### config.mk
export PLATFORM = sky130hd
export DESIGN_NAME = alu_share_ctrl_flat
export DESIGN_NICKNAME = d
export VERILOG_FILES = /design/src/rtl/alu_pkg.sv /design/src/rtl/alu_share_ctrl_if.sv /design/src/rtl/alu_share_ctrl_alu.sv /design/src/rtl/alu_share_ctrl.sv /design/src/flat_wrapper.sv
export SDC_FILE = /design/constraint.sdc
export NUM_CORES = 1
export LEC_CHECK = 0
export ABC_CLOCK_PERIOD_IN_PS = 7240
export CORE_ASPECT_RATIO = 1.2
export CORE_MARGIN = 1
export CORE_UTILIZATION = 55
export CTS_CLUSTER_SIZE = 40
export DETAILED_ROUTE_END_ITERATION = 8
export PLACE_DENSITY_LB_ADDON = 0.05
export SLEW_MARGIN = 20
export SYNTH_ARGS = -nofsm -noshare
export SYNTH_HDL_FRONTEND = slang
export SYNTH_SLANG_ARGS = --single-unit
### constraint.sdc
create_clock -name clk -period 7.24 [get_ports clk]
set_clock_uncertainty 0.1 [all_clocks]
set_input_delay 1.448 -clock clk [delete_from_list [all_inputs] [get_ports clk]]
set_output_delay 1.448 -clock clk [all_outputs]
set_load 0.02 [all_outputs]
### src/rtl/alu_pkg.sv
// Shared definitions for the shared-ALU controller: FSM state encoding and ALU command width.
package alu_pkg;

    localparam int ALU_CMD_W = 4;

    typedef enum logic [1:0] {
        IDLE = 2'd0,
        EXEC = 2'd1,
        RESP = 2'd2
    } state_t;

endpackage

### src/rtl/alu_share_ctrl_if.sv
// Requester/response bus of the shared-ALU controller; master drives requests, slave is the controller.
interface alu_share_ctrl_if
    import alu_pkg::*;
#(
    parameter int N       = 6,
    parameter int NUM_REQ = 4,
    parameter int ID_W    = 2
) ();

    logic [NUM_REQ-1:0]           req_valid;
    logic [NUM_REQ-1:0]           req_ready;
    logic [NUM_REQ*N-1:0]         req_a;
    logic [NUM_REQ*N-1:0]         req_b;
    logic [NUM_REQ*ALU_CMD_W-1:0] req_cmd;
    logic                         resp_valid;
    logic                         resp_ready;
    logic [N-1:0]                 resp_z;
    logic [ID_W-1:0]              resp_id;
    logic [15:0]                  ops_done;

    modport master (
        output req_valid, req_a, req_b, req_cmd, resp_ready,
        input  req_ready, resp_valid, resp_z, resp_id, ops_done
    );

    modport slave (
        input  req_valid, req_a, req_b, req_cmd, resp_ready,
        output req_ready, resp_valid, resp_z, resp_id, ops_done
    );

endinterface

### src/rtl/alu_share_ctrl_alu.sv
// K_ALU: the lab's combinational ALU; codes 12..15 are unassigned and yield zero.
module K_ALU
    import alu_pkg::*;
#(
    parameter int N = 6
) (
    input  logic [N-1:0]         A,
    input  logic [N-1:0]         B,
    input  logic [ALU_CMD_W-1:0] CMD,
    output logic [N-1:0]         Z
);

    always_comb begin
        Z = '0;
        case (CMD)
            4'd0:    Z = A + B;
            4'd1:    Z = A - B;
            4'd2:    Z = A & B;
            4'd3:    Z = A | B;
            4'd4:    Z = A ^ B;
            4'd5:    Z = ~A;
            4'd6:    Z = {A[N-2:0], 1'b0};
            4'd7:    Z = {1'b0, A[N-1:1]};
            4'd8:    Z = A * B;
            4'd9:    Z = (A > B) ? A : B;
            4'd10:   Z = (A < B) ? A : B;
            4'd11:   Z = B;
            default: Z = '0;
        endcase
    end

endmodule

### src/rtl/alu_share_ctrl.sv
// Round-robin controller sharing one K_ALU among NUM_REQ requesters; one operation in flight,
// result returned on a single response channel tagged with the requester index.
module alu_share_ctrl
    import alu_pkg::*;
#(
    parameter int N       = 6,
    parameter int NUM_REQ = 4,
    parameter int ID_W    = 2
) (
    input  logic             clk,
    input  logic             rst_n,
    alu_share_ctrl_if.slave  bus
);

    typedef logic [ID_W-1:0] id_t;

    state_t                 r_state;
    state_t                 w_nextState;
    logic [N-1:0]           r_a;
    logic [N-1:0]           r_b;
    logic [ALU_CMD_W-1:0]   r_cmd;
    id_t                    r_id;
    id_t                    r_rrPtr;
    logic                   r_respValid;
    logic [N-1:0]           r_respZ;
    id_t                    r_respId;
    logic [15:0]            r_opsDone;
    logic [N-1:0]           w_aluZ;
    logic [NUM_REQ-1:0]     w_readyVec;
    id_t                    w_grant;
    logic                   w_anyValid;
    logic                   w_accept;
    logic                   w_respDone;

    // Downward scan so the lowest offset from ptr is the one left standing.
    function automatic id_t rrPick(input logic [NUM_REQ-1:0] valid, input id_t ptr);
        id_t pick;
        int  idx;
        pick = ptr;
        for (int k = NUM_REQ - 1; k >= 0; k--) begin
            idx = (int'(ptr) + k) % NUM_REQ;
            if (valid[idx]) pick = id_t'(idx);
        end
        return pick;
    endfunction

    assign w_anyValid = |bus.req_valid;
    assign w_grant    = rrPick(bus.req_valid, r_rrPtr);
    assign w_accept   = (r_state == IDLE) && w_anyValid && rst_n;
    assign w_respDone = (r_state == RESP) && bus.resp_ready;

    always_comb begin
        w_readyVec = '0;
        if (w_accept) w_readyVec[w_grant] = 1'b1;
    end

    always_comb begin
        w_nextState = r_state;
        case (r_state)
            IDLE:    if (w_anyValid) w_nextState = EXEC;
            EXEC:    w_nextState = RESP;
            RESP:    if (bus.resp_ready) w_nextState = IDLE;
            default: w_nextState = IDLE;
        endcase
    end

    always_ff @(posedge clk or negedge rst_n) begin
        if (!rst_n) r_state <= IDLE;
        else        r_state <= w_nextState;
    end

    // The ALU sees only these registers, so requester operands may change freely after accept.
    always_ff @(posedge clk or negedge rst_n) begin
        if (!rst_n) begin
            r_a         <= '0;
            r_b         <= '0;
            r_cmd       <= '0;
            r_id        <= '0;
            r_rrPtr     <= '0;
            r_respValid <= 1'b0;
            r_respZ     <= '0;
            r_respId    <= '0;
            r_opsDone   <= '0;
        end else begin
            if (w_accept) begin
                r_a   <= bus.req_a[w_grant*N +: N];
                r_b   <= bus.req_b[w_grant*N +: N];
                r_cmd <= bus.req_cmd[w_grant*ALU_CMD_W +: ALU_CMD_W];
                r_id  <= w_grant;
            end
            if (r_state == EXEC) begin
                r_respZ     <= w_aluZ;
                r_respId    <= r_id;
                r_respValid <= 1'b1;
            end
            if (w_respDone) begin
                r_respValid <= 1'b0;
                r_opsDone   <= r_opsDone + 16'd1;
                r_rrPtr     <= (r_id == id_t'(NUM_REQ - 1)) ? '0 : r_id + 1'b1;
            end
        end
    end

    K_ALU #(.N(N)) u_alu (
        .A   (r_a),
        .B   (r_b),
        .CMD (r_cmd),
        .Z   (w_aluZ)
    );

    assign bus.req_ready  = w_readyVec;
    assign bus.resp_valid = r_respValid;
    assign bus.resp_z     = r_respZ;
    assign bus.resp_id    = r_respId;
    assign bus.ops_done   = r_opsDone;

endmodule

### src/flat_wrapper.sv
// flat-port wrapper written by rule: the top's interface ports become plain ports
module alu_share_ctrl_flat import alu_pkg::*;
#(
    parameter int N       = 6,
    parameter int NUM_REQ = 4,
    parameter int ID_W    = 2
)
  (clk, rst_n, bus_req_valid, bus_req_a, bus_req_b, bus_req_cmd, bus_resp_ready, bus_req_ready, bus_resp_valid, bus_resp_z, bus_resp_id, bus_ops_done);
  alu_share_ctrl_if #(.N(N), .NUM_REQ(NUM_REQ), .ID_W(ID_W)) bus_i ();
  input  logic clk;
  input  logic rst_n;
  input wire logic [$bits(bus_i.req_valid)-1:0] bus_req_valid;
  input wire logic [$bits(bus_i.req_a)-1:0] bus_req_a;
  input wire logic [$bits(bus_i.req_b)-1:0] bus_req_b;
  input wire logic [$bits(bus_i.req_cmd)-1:0] bus_req_cmd;
  input wire logic [$bits(bus_i.resp_ready)-1:0] bus_resp_ready;
  output wire logic [$bits(bus_i.req_ready)-1:0] bus_req_ready;
  output wire logic [$bits(bus_i.resp_valid)-1:0] bus_resp_valid;
  output wire logic [$bits(bus_i.resp_z)-1:0] bus_resp_z;
  output wire logic [$bits(bus_i.resp_id)-1:0] bus_resp_id;
  output wire logic [$bits(bus_i.ops_done)-1:0] bus_ops_done;
  assign bus_i.req_valid = bus_req_valid;
  assign bus_i.req_a = bus_req_a;
  assign bus_i.req_b = bus_req_b;
  assign bus_i.req_cmd = bus_req_cmd;
  assign bus_i.resp_ready = bus_resp_ready;
  assign bus_req_ready = bus_i.req_ready;
  assign bus_resp_valid = bus_i.resp_valid;
  assign bus_resp_z = bus_i.resp_z;
  assign bus_resp_id = bus_i.resp_id;
  assign bus_ops_done = bus_i.ops_done;
  alu_share_ctrl #(.N(N), .NUM_REQ(NUM_REQ), .ID_W(ID_W)) u_core (.clk(clk), .rst_n(rst_n), .bus(bus_i));
endmodule
==> results of run 1 <==
==> cells in the mapped netlist, types with 3 or more instances <==
cell type / instances / area (um^2)
nand2_1: 69 / 259
dfrtp_1: 47 / 1180
mux2i_1: 40 / 400
inv_1: 36 / 135
nor2_1: 29 / 109
ha_1: 27 / 338
o221ai_1: 22 / 193
xnor2_1: 19 / 166
o21ai_0: 16 / 80.1
clkbuf_1: 13 / 48.8
a21oi_1: 11 / 55.1
nor3_1: 11 / 55.1
nand3_1: 9 / 45.0
nor2b_1: 9 / 56.3
buf_4: 7 / 52.6
fa_1: 7 / 140
buf_2: 6 / 30.0
xor2_1: 5 / 43.8
a22oi_1: 4 / 30.0
a31oi_1: 4 / 25.0
a32oi_1: 4 / 35.0
and3_1: 4 / 25.0
mux2_2: 4 / 45.0
nand2b_1: 4 / 25.0
nor4_1: 4 / 25.0
o22ai_1: 4 / 25.0
a221oi_1: 3 / 26.3
a32o_1: 3 / 30.0
and3b_1: 3 / 26.3
nand3b_1: 3 / 22.5
nor3b_1: 3 / 22.5
o211a_1: 3 / 30.0
==> metrics by stage <==
step	instance area (um^2)	power, mW	utilization [%]
6_report	5230	2.16	71.9
5_1_grt	5230	2.35	71.9
4_1_cts	5230	2.15	71.9
3_5_place_dp	5130	1.96	70.5
3_3_place_gp	5130	1.93	70.5
2_1_floorplan	4160	1.58	-
==> sequential cells by signal, indices dropped and copies added (netlist names) <==
signal                 flops
u_core.bus.resp_z          6
u_core.bus.resp_id         2
u_core.r_cmd               4
u_core.r_b                 6
u_core.bus.ops_done       16
u_core.bus.resp_valid      1
u_core.r_id                2
u_core.r_rrPtr             2
u_core.r_state             2
u_core.r_a                 6
==> kinds of logic after synthesis <==
group | Yosys count | synth area share, %
buffers and inverters | 65 | 7.03
and+or+nand+nor | 159 | 18.6
AOI/OAI and AO/OA | 98 | 17.8
adders and majority gates | 34 | 11.5
muxes | 45 | 11.2
xor gates and xnor gates | 25 | 5.59
DFF | 47 | 28.2
==> report_power, final <==
group / switching, mW / internal, mW
combinational: 0.760 / 0.637
sequential: 0.230 / 0.351
clock: 0.0812 / 0.101
total: 1.07 / 1.09
==> cell type report <==
class	instances	share of cell area, %
multi-input combinational	361	51.7
sequential	47	22.5
timing repair buffer	101	19.1
inverter	36	2.58
tap	90	2.15
clock buffer	6	1.39
clock inverter	1	0.574
==> layer usage <==
| layer | part of all wire (%) | GRT usage, % | vias up |
|---|---|---|---|
| li1 | - | - | 1848 |
| met1 | 39 | 39.9 | 1885 |
| met2 | 50 | 55.5 | 183 |
| met3 | 6.1 | 5.54 | 37 |
| met4 | 4.2 | 14.0 | 0 |
| met5 | 0 | 0 | - |
==> final timing paths <==
kind,slack [ps],end
worst min-delay path,370,u_core.bus.ops_done[15]$_DFFE_PN0P_
worst max register to register,3090,u_core.bus.resp_z[5]$_DFFE_PN0P_
worst max-delay path,1530,bus_req_ready[3]
worst min register to register,370,u_core.bus.ops_done[15]$_DFFE_PN0P_
min in group asynchronous,1160,u_core.r_b[3]$_DFFE_PN0P_
max in group asynchronous,5470,u_core.bus.ops_done[2]$_DFFE_PN0P_
==> worst max-delay path, cell delays in order <==
cell             delay (ps)
clkdlybuf4s50_1         610
nor4_1                   80
nor3_1                  250
nand2_1                 420
or2_2                   580
nor2_1                  140
clkdlybuf4s50_1         620
==> metrics.csv, run 1 <==
metric,value,unit
status,completed,
start_util,57.2,%
drtIter0Drc,301,
arrival,4160,ps
grt-ovfl-total,0,
antenna_found_initial,0,
synth_nets,578,
final_layout_size_suffix_gt1_share,4.89,%
fin_crit,5710,ps
drc,0,
critPathKind,input port to output pin,
cts_root_buf,clkbuf_8,
yosysWarnings,0,
ys_seq_area_share,28.2,%
tns,0,ps
vias,3953,
hold_path.startpoint,u_core.bus.ops_done[15]$_DFFE_PN0P_,
pin_count,100,
relSlewSlack,35.6,%
end_kind,output pin,
layout_common_cells,"clkdlybuf4s50_1, nand2_1, dfrtp_1",
synth_flop_cell,dfrtp_1,
cp-start-kind,input port,
num_rows,34,
cts-resized-gates,0,
wire_per_inst,18.5,um
power_leakage,2.27,nW
core_area,0.00727,mm^2
portBuffers,99,
dp.cells,635,
grt_pass1_vias,4064,
finalHoldViolations,0,
fin_nets,657,
fin_ws,1530,ps
crit_required,5690,ps
synth_edf_count,0,
multiInputGateArea,0.00271,mm^2
grt_pass1_wl,20000,um
wl,11900,um
rsz0062_at_grt,no,
cts.reportedPaths.clkPinSlew,80,ps
drt_pre_antenna_iters,5,
dieHeight,97.3,um
synth-seq-cells,47,
diodes,0,
worstSkewPairLatency,290,ps
finalSetupViolCount,0,
dieArea,0.00792,mm^2
vdd_drop_max,228,uV
cts_sinks,47,
reg2regPathDepth,14,
maxCapViolCount,0,
crit_fanout,20,
post_cts_buffers,0,
syn_inst,473,
track_usage,32.8,%
max_freq,175,MHz
place_hpwl,9210,um
fillerInstances,607,
chipWidth,81.4,um
drtAntennaViolNets,0,
finalMaxSlewViolations,0,
synth_cell_types,64,
hold_slack,374,ps
vias_per_cell,6.16,
post_synth.cell_area_avg,8.80,um^2
grt_max_degree,49,
hold_path_depth,1,
tritoncts,built,
syn_area,0.00416,mm^2
hold_class,flop to flop,
seqCellArea,0.00118,mm^2
area_growth,25.7,%
worstSetupStartpoint,bus_req_valid[3],
cts_hold_buf,0,
worst_slew_pin_slew,966,ps
async_flop_share,100,%
cts_buffer_depth,2,
r2r-start,u_core.r_a[2]$_DFFE_PN0P_,
preCtsSetupSlack,1580,ps
mostFrequentLayoutCell,clkdlybuf4s50_1,
p_per_area,413,mW/mm^2
cts_buffers,5,
final_cells,642,
min_period_over_period,78.9,%
routabilityCongestion,0.931,
h-tree-depth,2,
Note: power is estimated with default switching activity, not from simulation.
==> inputs of run 2 (changes only) <==
--- a/config.mk
+++ b/config.mk
@@ -5,10 +5,10 @@
 export SDC_FILE = /design/constraint.sdc
 export NUM_CORES = 1
 export LEC_CHECK = 0
-export ABC_CLOCK_PERIOD_IN_PS = 7240
+export ABC_CLOCK_PERIOD_IN_PS = 5650
 export CORE_ASPECT_RATIO = 1.2
 export CORE_MARGIN = 1
-export CORE_UTILIZATION = 55
+export CORE_UTILIZATION = 51
 export CTS_CLUSTER_SIZE = 40
 export DETAILED_ROUTE_END_ITERATION = 8
 export PLACE_DENSITY_LB_ADDON = 0.05
==> constraint.sdc (replaced) <==
create_clock -name clk -period 5.65 [get_ports clk]
set_clock_uncertainty 0.1 [all_clocks]
set_input_delay 1.13 -clock clk [delete_from_list [all_inputs] [get_ports clk]]
set_output_delay 1.13 -clock clk [all_outputs]
set_load 0.02 [all_outputs]
==> run 2 against run 1 <==
Worst hold slack improved by 8.0 ps. Register-to-register slack got worse by 1600 ps. Sequential power rose by 28%. Design area barely moved. Critical path depth rose by 1. Die area rose by 7.7%. Count of clock-buffer cells in the layout did not move. Critical endpoint is now bus_req_ready[1]. Largest cell class unchanged. Largest power group unchanged.
==> metrics.csv, run 2 (synthesis gave the netlist of run 1 again) <==
metric,value,unit
status,completed,
cts_hold_buf,0,
fin_crit,4840,ps
hold_path_depth,1,
max_stage_delay,620,ps
hold_end,u_core.bus.ops_done[15]$_DFFE_PN0P_,
drtAntennaViolNets,0,
track_usage,29.6,%
clkPwrFrac,7.5,%
fillerInstances,655,
finalSetupViolCount,0,
chipWidth,84.5,um
tns,0,ps
p_per_area,524,mW/mm^2
grt-ovfl-total,0,
layout_common_cells,"clkdlybuf4s50_1, nand2_1, dfrtp_1",
reg2regPathDepth,14,
cts.reportedPaths.clkPinSlew,80,ps
dieArea,0.00853,mm^2
critPathKind,input port to output pin,
combPwrFrac,65.4,%
fin_nets,659,
hold_class,flop to flop,
p_sw_share,50.1,%
mostFrequentLayoutCell,clkdlybuf4s50_1,
drtIter0Drc,272,
core_area,0.00779,mm^2
hold_path.startpoint,u_core.bus.ops_done[15]$_DFFE_PN0P_,
vias,3915,
crit_buf_inv,3,
diodes,0,
arrival,3610,ps
critPathSlowestCell,clkdlybuf4s50_1,
power_leakage,2.28,nW
min_period_over_period,85.6,%
drc,0,
cts_sinks,47,
finalHoldViolations,0,
p_int,1.37,mW
vias_per_cell,6.06,
cts_root_buf,clkbuf_8,
pin_count,100,
maxCapViolCount,0,
place_hpwl,9120,um
area_growth,25.8,%
crit_fanout,20,
r2r-end,u_core.bus.resp_z[5]$_DFFE_PN0P_,
worst_slew_pin_slew,982,ps
grt_pass1_wl,19800,um
rsz0062_at_grt,no,
grt_pass1_vias,3949,
cts_buffer_depth,2,
r2r_slack,1490,ps
seq_power_share,27.1,%
r2r-start,u_core.r_a[2]$_DFFE_PN0P_,
cp-start-kind,input port,
start_util,53.4,%
tritoncts,built,
cts_buffers,5,
crit_top_cell,clkdlybuf4s50_1,
grt_max_degree,48,
end_kind,output pin,
max_freq,207,MHz
largest_reg_flops,16,
post_cts_buffers,0,
h-tree-depth,2,
cts-resized-gates,0,
critPathTopFamily,buffers and inverters,
routabilityCongestion,0.934,
portBuffers,99,
antenna_found_initial,0,
drt_pre_antenna_iters,5,
finalMaxSlewViolations,0,
num_rows,35,
wl,11800,um
worstSkewPairLatency,300,ps
final_layout_size_suffix_gt1_share,5.42,%
cp_cell_sequence,"clkdlybuf4s50_1, nor4_1, nor3_1, nand2_1, buf_4, or2_2, nor2_1, clkdlybuf4s50_1",
wire_per_inst,18.3,um
relSlewSlack,34.5,%
crit_required,4420,ps
p_sw,1.38,mW
dieHeight,101,um
final_core_util,67.2,%
vdd_drop_max,288,uV
==> run 2: final cells by class <==
class	count	area (um^2)	share of cell area, %
Clock buffer	6	82.6	1.58
Timing Repair Buffer	103	1020	19.4
Tap cell	92	115	2.20
Inverter	36	135	2.58
Multi-Input combinational cell	361	2710	51.7
Clock inverter	1	5.00	0.0956
Sequential cell	47	1180	22.5
==> run 2: layer usage <==
layer	global-route usage, %	share of wire, %	wire length [um]	vias to the layer above
li1	-	-	-	1853
met1	37.2	40	4780	1862
met2	52.1	50	5960	177
met3	4.26	6.7	798	23
met4	10.3	2.5	291	0
met5	0	0	0	-
==> run 2: worst max-delay path by stage <==
| stage | cells after the start | start | end | slack, ps |
|---|---|---|---|---|
| finish | 8 | bus_req_valid[3] | bus_req_ready[1] | 810 |
| detailed placement | 8 | bus_req_valid[3] | bus_req_ready[1] | 840 |
| CTS | 8 | bus_req_valid[3] | bus_req_ready[1] | 830 |
| global route | 8 | bus_req_valid[1] | bus_req_ready[1] | 660 |
| floorplan | 8 | bus_req_valid[2] | bus_req_ready[1] | 1930 |
| global placement | 8 | bus_req_valid[1] | bus_req_ready[3] | 920 |
==> run 2: power groups by stage <==
stage / registers [mW] / clock network, mW / logic (mW)
floorplan: 0.607 / 0 / 1.41
global placement: 0.739 / 0 / 1.75
detailed placement: 0.737 / 0 / 1.78
CTS: 0.735 / 0.209 / 1.79
global route: 0.766 / 0.225 / 1.98
finish: 0.744 / 0.205 / 1.80
==> run 2: per-stage QoR <==
step	power, mW	std cells	area [um^2]	hold WS (ps)	worst slack [ps]
floorplan	2.02	473	4160	365	1930
global placement	2.49	639	5150	360	924
detailed placement	2.52	639	5150	365	843
CTS	2.74	646	5240	381	833
global route	2.98	646	5240	410	656
finish	2.74	646	5240	382	813
==> RTL edit 1 (config.mk and constraints of run 1) <==
Encoding of `state_t`: now one-hot (3 bits for 3 states).
--- a/src/rtl/alu_pkg.sv
+++ b/src/rtl/alu_pkg.sv
@@ -4,8 +4,8 @@
     localparam int ALU_CMD_W = 4;
 
-    typedef enum logic [1:0] {
-        IDLE = 2'd0,
-        EXEC = 2'd1,
-        RESP = 2'd2
+    typedef enum logic [2:0] {
+        IDLE = 3'b001,
+        EXEC = 3'b010,
+        RESP = 3'b100
     } state_t;
 
Formal check against the unedited RTL: no difference found for any inputs over 4 cycles, from zero or initial values and one cycle with rst_n low; so few cycles prove little.
==> RTL edit 1 against run 1 <==
Area after synthesis up 3.5%; power up 1.1%; final cell count up 3.1%; non-clock buffer count up 3; global-route usage down 2.4 points; synthesized cell count up 3.8%; cell area up 3.5%; sequential share of layout area down 0.27 points; routed wire length down 2.5%; via count up 2.6%; setup slack better by 290 ps; sequential cell count up 1; core utilization down 0.86 points; combinational power up 4%; largest power group unchanged; highest routed layer unchanged.
==> RTL edit 1: results (changes against run 1) <==
Placed design
  – Final HPWL DP: 8730 um (-5.3%)
  – Port bufs: 99 (unchanged)
  – Gpl congestion: 0.923 (-0.87%)
  – DP Area: 5310 um^2 (+3.5%)
  – # placed instances: 654 (+3.0%)

Detailed routing
  – Drt first-iter violations: 295 (-2.0%)
  – Routed WL: 11600 um (-2.5%)
  – First drt pass iteration count: 5 (unchanged)
  – Via density: 6.13 (-0.52%)

Clock network
  – CTS HTree Levels: 2 (unchanged)
  – Post_cts resized: 0 (unchanged)
  – Setup Buffers After CTS: 0 (unchanged)
  – Clock transition at the registers of the reported paths: 90 ps
  – Clk_lat worst skew: roughly 300 ps
  – Root buffer cell: clkbuf_8
  – Clk buf depth: 2 (unchanged)
  – Num CTS Buffers: 5 (unchanged)

Hold path
  – Worst min path class: register to register

Synthesis
  – Synth Area in XOR/XNOR: 5.81% (+0.22 points)
  – Compound-Gate Fraction of Synth Area: 17.1% (-0.68 points)
  – Synth Instances: 491 (+3.8%)
  – Mux cell area share after synthesis: 15.3% (+4.1 points)
  – Top cells by area, synth: dfrtp_1 27%, mux2i_1 9.3%, ha_1 7.8%
  – Netlist cell types: 63 (-1.6%)
  – Async SR Flop Fraction: 100% (unchanged)
  – Most used DFF post-synth: dfrtp_1
  – Yosys warns: 0 (unchanged)
  – Post-synthesis adder-cell area fraction: 11.1% (-0.38 points)
  – Syn Std Cell Area: 4310 um^2 (+3.5%)
  – Post-Syn Nets: 596 (+3.1%)
  – Post-synth top cells: 58 x nand2_1, 47 x dfrtp_1, 40 x mux2i_1
  – Largest family of logic cells by synthesized area: compound AO/OA/AOI/OAI gates
  – Sequential area share after synthesis: 27.9% (-0.33 points)

Status
  – Outcome: finished clean

Layout
  – Nets: 674 (+2.6%)
  – Share of cells above drive strength 1: 7.89% (+3.0 points)
  – Max reg flops: 16 (unchanged)
  – Filler cells: 626 (+3.1%)
  – Final Non-Filler Cells: 662 (+3.1%)
  – ANT cells: 0 (unchanged)

GRT
  – Initial antenna violation count: 0 (unchanged)
  – Largest net degree at the start of global routing: 50 (+2.0%)
  – First-pass GRT wire length: 19000 um (-5.1%)
  – Total track usage: 30.4% (-2.4 points)
  – Vias in the first global route: 4059 (-0.12%)

STA
  – Setup TNS: 0 ps (unchanged)
  – Worst rel slew slack: 46.4% (+11 points)

Power
  – Pleak: 2.40 nW (+5.4%)
  – VDD IR max: 0.240 mV (+5.4%)
  – Switching part of the total power: 49.4% (-0.21 points)

Worst setup path
  – Max FO, Critical Path: 20 (unchanged)
  – Worst Path Arrival: 3880 ps (-280 ps)
==> RTL edit 1: final cells by class <==
cell class | count | area, um^2 | share of cell area [%]
multi-input combinational | 377 | 2840 | 52.5
sequential | 48 | 1200 | 22.2
timing repair buffer | 104 | 1020 | 18.9
inverter | 33 | 124 | 2.29
tap | 92 | 115 | 2.13
clock buffer | 6 | 72.6 | 1.34
clock inverter | 2 | 35.0 | 0.647
==> RTL edit 1: logic make-up after synthesis <==
group	count (synthesis)
buffers and inverters	66
AO/OA/AOI/OAI	109
flip-flops	48
multiplexers	63
adder cells (fa/ha/maj)	34
XOR/XNOR	27
AND/OR/NAND/NOR	144
==> RTL edit 1: path summary, 6_finish.rpt <==
kind | start | endpoint | slack [ps] | depth (start not counted)
setup / recovery | bus_req_valid[3] | bus_req_ready[3] | 1820 | 7
hold / removal | u_core.bus.ops_done[15]$_DFFE_PN0P_ | u_core.bus.ops_done[15]$_DFFE_PN0P_ | 390 | 1
setup reg to reg | u_core.r_a[2]$_DFFE_PN0P_ | u_core.bus.resp_z[5]$_DFFE_PN0P_ | 3020 | 14
hold reg to reg | u_core.bus.ops_done[15]$_DFFE_PN0P_ | u_core.bus.ops_done[15]$_DFFE_PN0P_ | 390 | 1
max in group asynchronous | rst_n | u_core.r_cmd[3]$_DFFE_PN0P_ | 5490 | 2
min in group asynchronous | rst_n | u_core.bus.resp_z[1]$_DFFE_PN0P_ | 1130 | 2
==> RTL edit 1: per-stage QoR <==
stage,setup WS (ps),util (%)
after floorplan,2840,-
after global placement,1880,69.7
after detailed placement,1840,69.7
after CTS,1820,71.1
after global routing,1650,71.1
final,1820,71.1
==> RTL edit 1: per-layer routing <==
metal | track usage [%] | vias to the layer above | part of all wire, %
met5 | 0 | - | 0
met3 | 4.63 | 42 | 5.9
li1 | - | 1888 | -
met2 | 51.2 | 189 | 50
met1 | 36.4 | 1936 | 40
met4 | 15.9 | 0 | 4.1
==> RTL edit 1: critical path: stages <==
cell             delay (ps)
clkdlybuf4s50_1         580
nor2b_1                 100
a211o_1                 290
nand2_1                 570
nand2_1                 150
nor2_1                  120
clkdlybuf4s50_1         610
==> RTL edit 1: power groups by stage <==
| stage | combinational (W) | sequential, W | clock [W] |
|---|---|---|---|
| after floorplan | 0.00112 | 0.000460 | 0 |
| after global placement | 0.00139 | 0.000539 | 0 |
| after global routing | 0.00159 | 0.000559 | 0.000205 |
| after detailed placement | 0.00142 | 0.000542 | 0 |
| after CTS | 0.00143 | 0.000539 | 0.000193 |
| final | 0.00145 | 0.000547 | 0.000190 |
==> RTL edit 2 (flow settings as in run 1) <==
Made on the original files. `NUM_REQ` is set to 4 in 3 places; all go to 3.
--- a/src/rtl/alu_share_ctrl_if.sv
+++ b/src/rtl/alu_share_ctrl_if.sv
@@ -4,5 +4,5 @@
 #(
     parameter int N       = 6,
-    parameter int NUM_REQ = 4,
+    parameter int NUM_REQ = 3,
     parameter int ID_W    = 2
 ) ();
--- a/src/rtl/alu_share_ctrl.sv
+++ b/src/rtl/alu_share_ctrl.sv
@@ -5,5 +5,5 @@
 #(
     parameter int N       = 6,
-    parameter int NUM_REQ = 4,
+    parameter int NUM_REQ = 3,
     parameter int ID_W    = 2
 ) (
--- a/src/flat_wrapper.sv
+++ b/src/flat_wrapper.sv
@@ -3,5 +3,5 @@
 #(
     parameter int N       = 6,
-    parameter int NUM_REQ = 4,
+    parameter int NUM_REQ = 3,
     parameter int ID_W    = 2
 )
Ports: changed (5 resized); port bits go from 100 to 82. The function was not compared with the original's and may differ.
==> RTL edit 2 against run 1 <==
Routed wire length shrank 7.2%; power shrank 0.21%; sequential cell count is the same; area after synthesis shrank 1.8%; cell area shrank 3.7%; register-to-register slack lost 150 ps; setup slack lost 140 ps; core utilization shrank 2.3 points; highest routed layer unchanged.
==> RTL edit 2: results (changes against run 1) <==
Placed design
  – Port bufs: 81 (-18%)
  – Dpl ws: 1420 ps (-164 ps)
  – DP Area: 4940 um^2 (-3.7%)
  – Gpl congestion: 0.919 (-1.2%)
  – Final HPWL DP: 8560 um (-7.1%)

Power
  – Comb power frac: 66.1% (+1.4 points)
  – VDD IR max: 0.239 mV (+5.0%)
  – Cell Pwr Density: 428 nW/um^2 (+3.7%)
  – Pleak: 2.21 nW (-2.7%)
  – Pint: 0.00108 W (-0.52%)
  – Clock network power: 0.000167 W (-8%)

Worst setup path
  – CP endpoint: bus_req_ready[1]
  – Max FO, Critical Path: 19 (-5.0%)
  – Worst Path Arrival: 4310 ps (+150 ps)
  – Critical Path Start: bus_req_valid[1]
  – Reg2reg setup slack: 2940 ps (-150 ps)

Layout
  – ANT cells: 0 (unchanged)
  – Share of cells above drive strength 1: 5.15% (+0.26 points)
  – Nets: 632 (-3.8%)
  – Filler cells: 605 (-0.33%)
  – Number of logic inverters in the finished layout: 49 (+36%)
  – Area of the multi-input gates: 2640 um^2 (-2.5%)
  – Data buffer area share: 16.4% (-2.7 points)
  – Clock buf/inv share: 1.96% (about the same)

GRT
  – Met2 Use GR: 54.5% (-0.99 points)
  – Total track usage: 29.7% (-3.1 points)
  – First-pass GRT wire length: 17700 um (-12%)
  – Largest net degree at the start of global routing: 50 (+2.0%)
  – Met1 Usage GRT: 33.3% (-6.6 points)

Detailed routing
  – First drt pass iteration count: 4 (-1)
  – Met3 Wirelength: 640 um (-12%)
  – Drt first-iter violations: 188 (-38%)
  – Avg WL per Cell: 17.4 um (-6.0%)
  – WL met2: 5800 um (-3.0%)
  – Via Count: 3736 (-5.5%)
  – Met1 Wirelength: 4270 um (-9.2%)
  – Routed WL: 11000 um (-7.2%)

Synthesis
  – Post-synth top cells: 62 x nand2_1, 48 x inv_1, 47 x dfrtp_1
  – Post-Syn Nets: 562 (-2.8%)
  – Async SR Flop Fraction: 100% (unchanged)
  – Average size of a mapped cell: 8.64 um^2 (-1.8%)
  – Top cells by area, synth: dfrtp_1 29%, ha_1 8.6%, mux2i_1 7.1%
  – Sequential area share after synthesis: 28.8% (+0.53 points)
  – Netlist cell types: 63 (-1.6%)

STA
  – Worst hold slack: 380 ps (+6.50 ps)
  – Slew @ Worst Pin: 934 ps (-32.1 ps)
  – Max Fclk: 171 MHz (-2.4%)
  – Setup TNS: 0 ps (unchanged)

Floorplan
  – Core Region: 7230 um^2 (-0.58%)

Status
  – Outcome: finished clean
RTL edit 2: cell count changes in the layout (fill, tap and decap cells not counted), moves of 5 or more:
cell	before	now
inv_1	36	48
and2_1	0	5
nor3_1	11	6
nand3_1	9	14
nand2_1	69	62
a221o_1	0	6
clkdlybuf4s50_1	98	80
nor2_1	29	21
nand3b_1	3	12
mux2i_1	40	29
RTL edit 2: worst max-delay path: stages:
cell             delay (ps)
clkdlybuf4s50_1         620
nor3_1                  110
nor3_2                  220
nand2_1                 410
or2_1                   530
a21oi_2                 300
clkdlybuf4s50_1         660
RTL edit 2: cell families after synthesis:
kind of cell / Yosys count / synth area share [%]
AO/OA/AOI/OAI: 103 / 19.1
multiplexers: 33 / 8.20
flip-flops: 47 / 28.8
XOR/XNOR: 26 / 5.91
adder cells (fa/ha/maj): 35 / 12.0
buffers and inverters: 70 / 6.67
AND/OR/NAND/NOR: 159 / 19.3
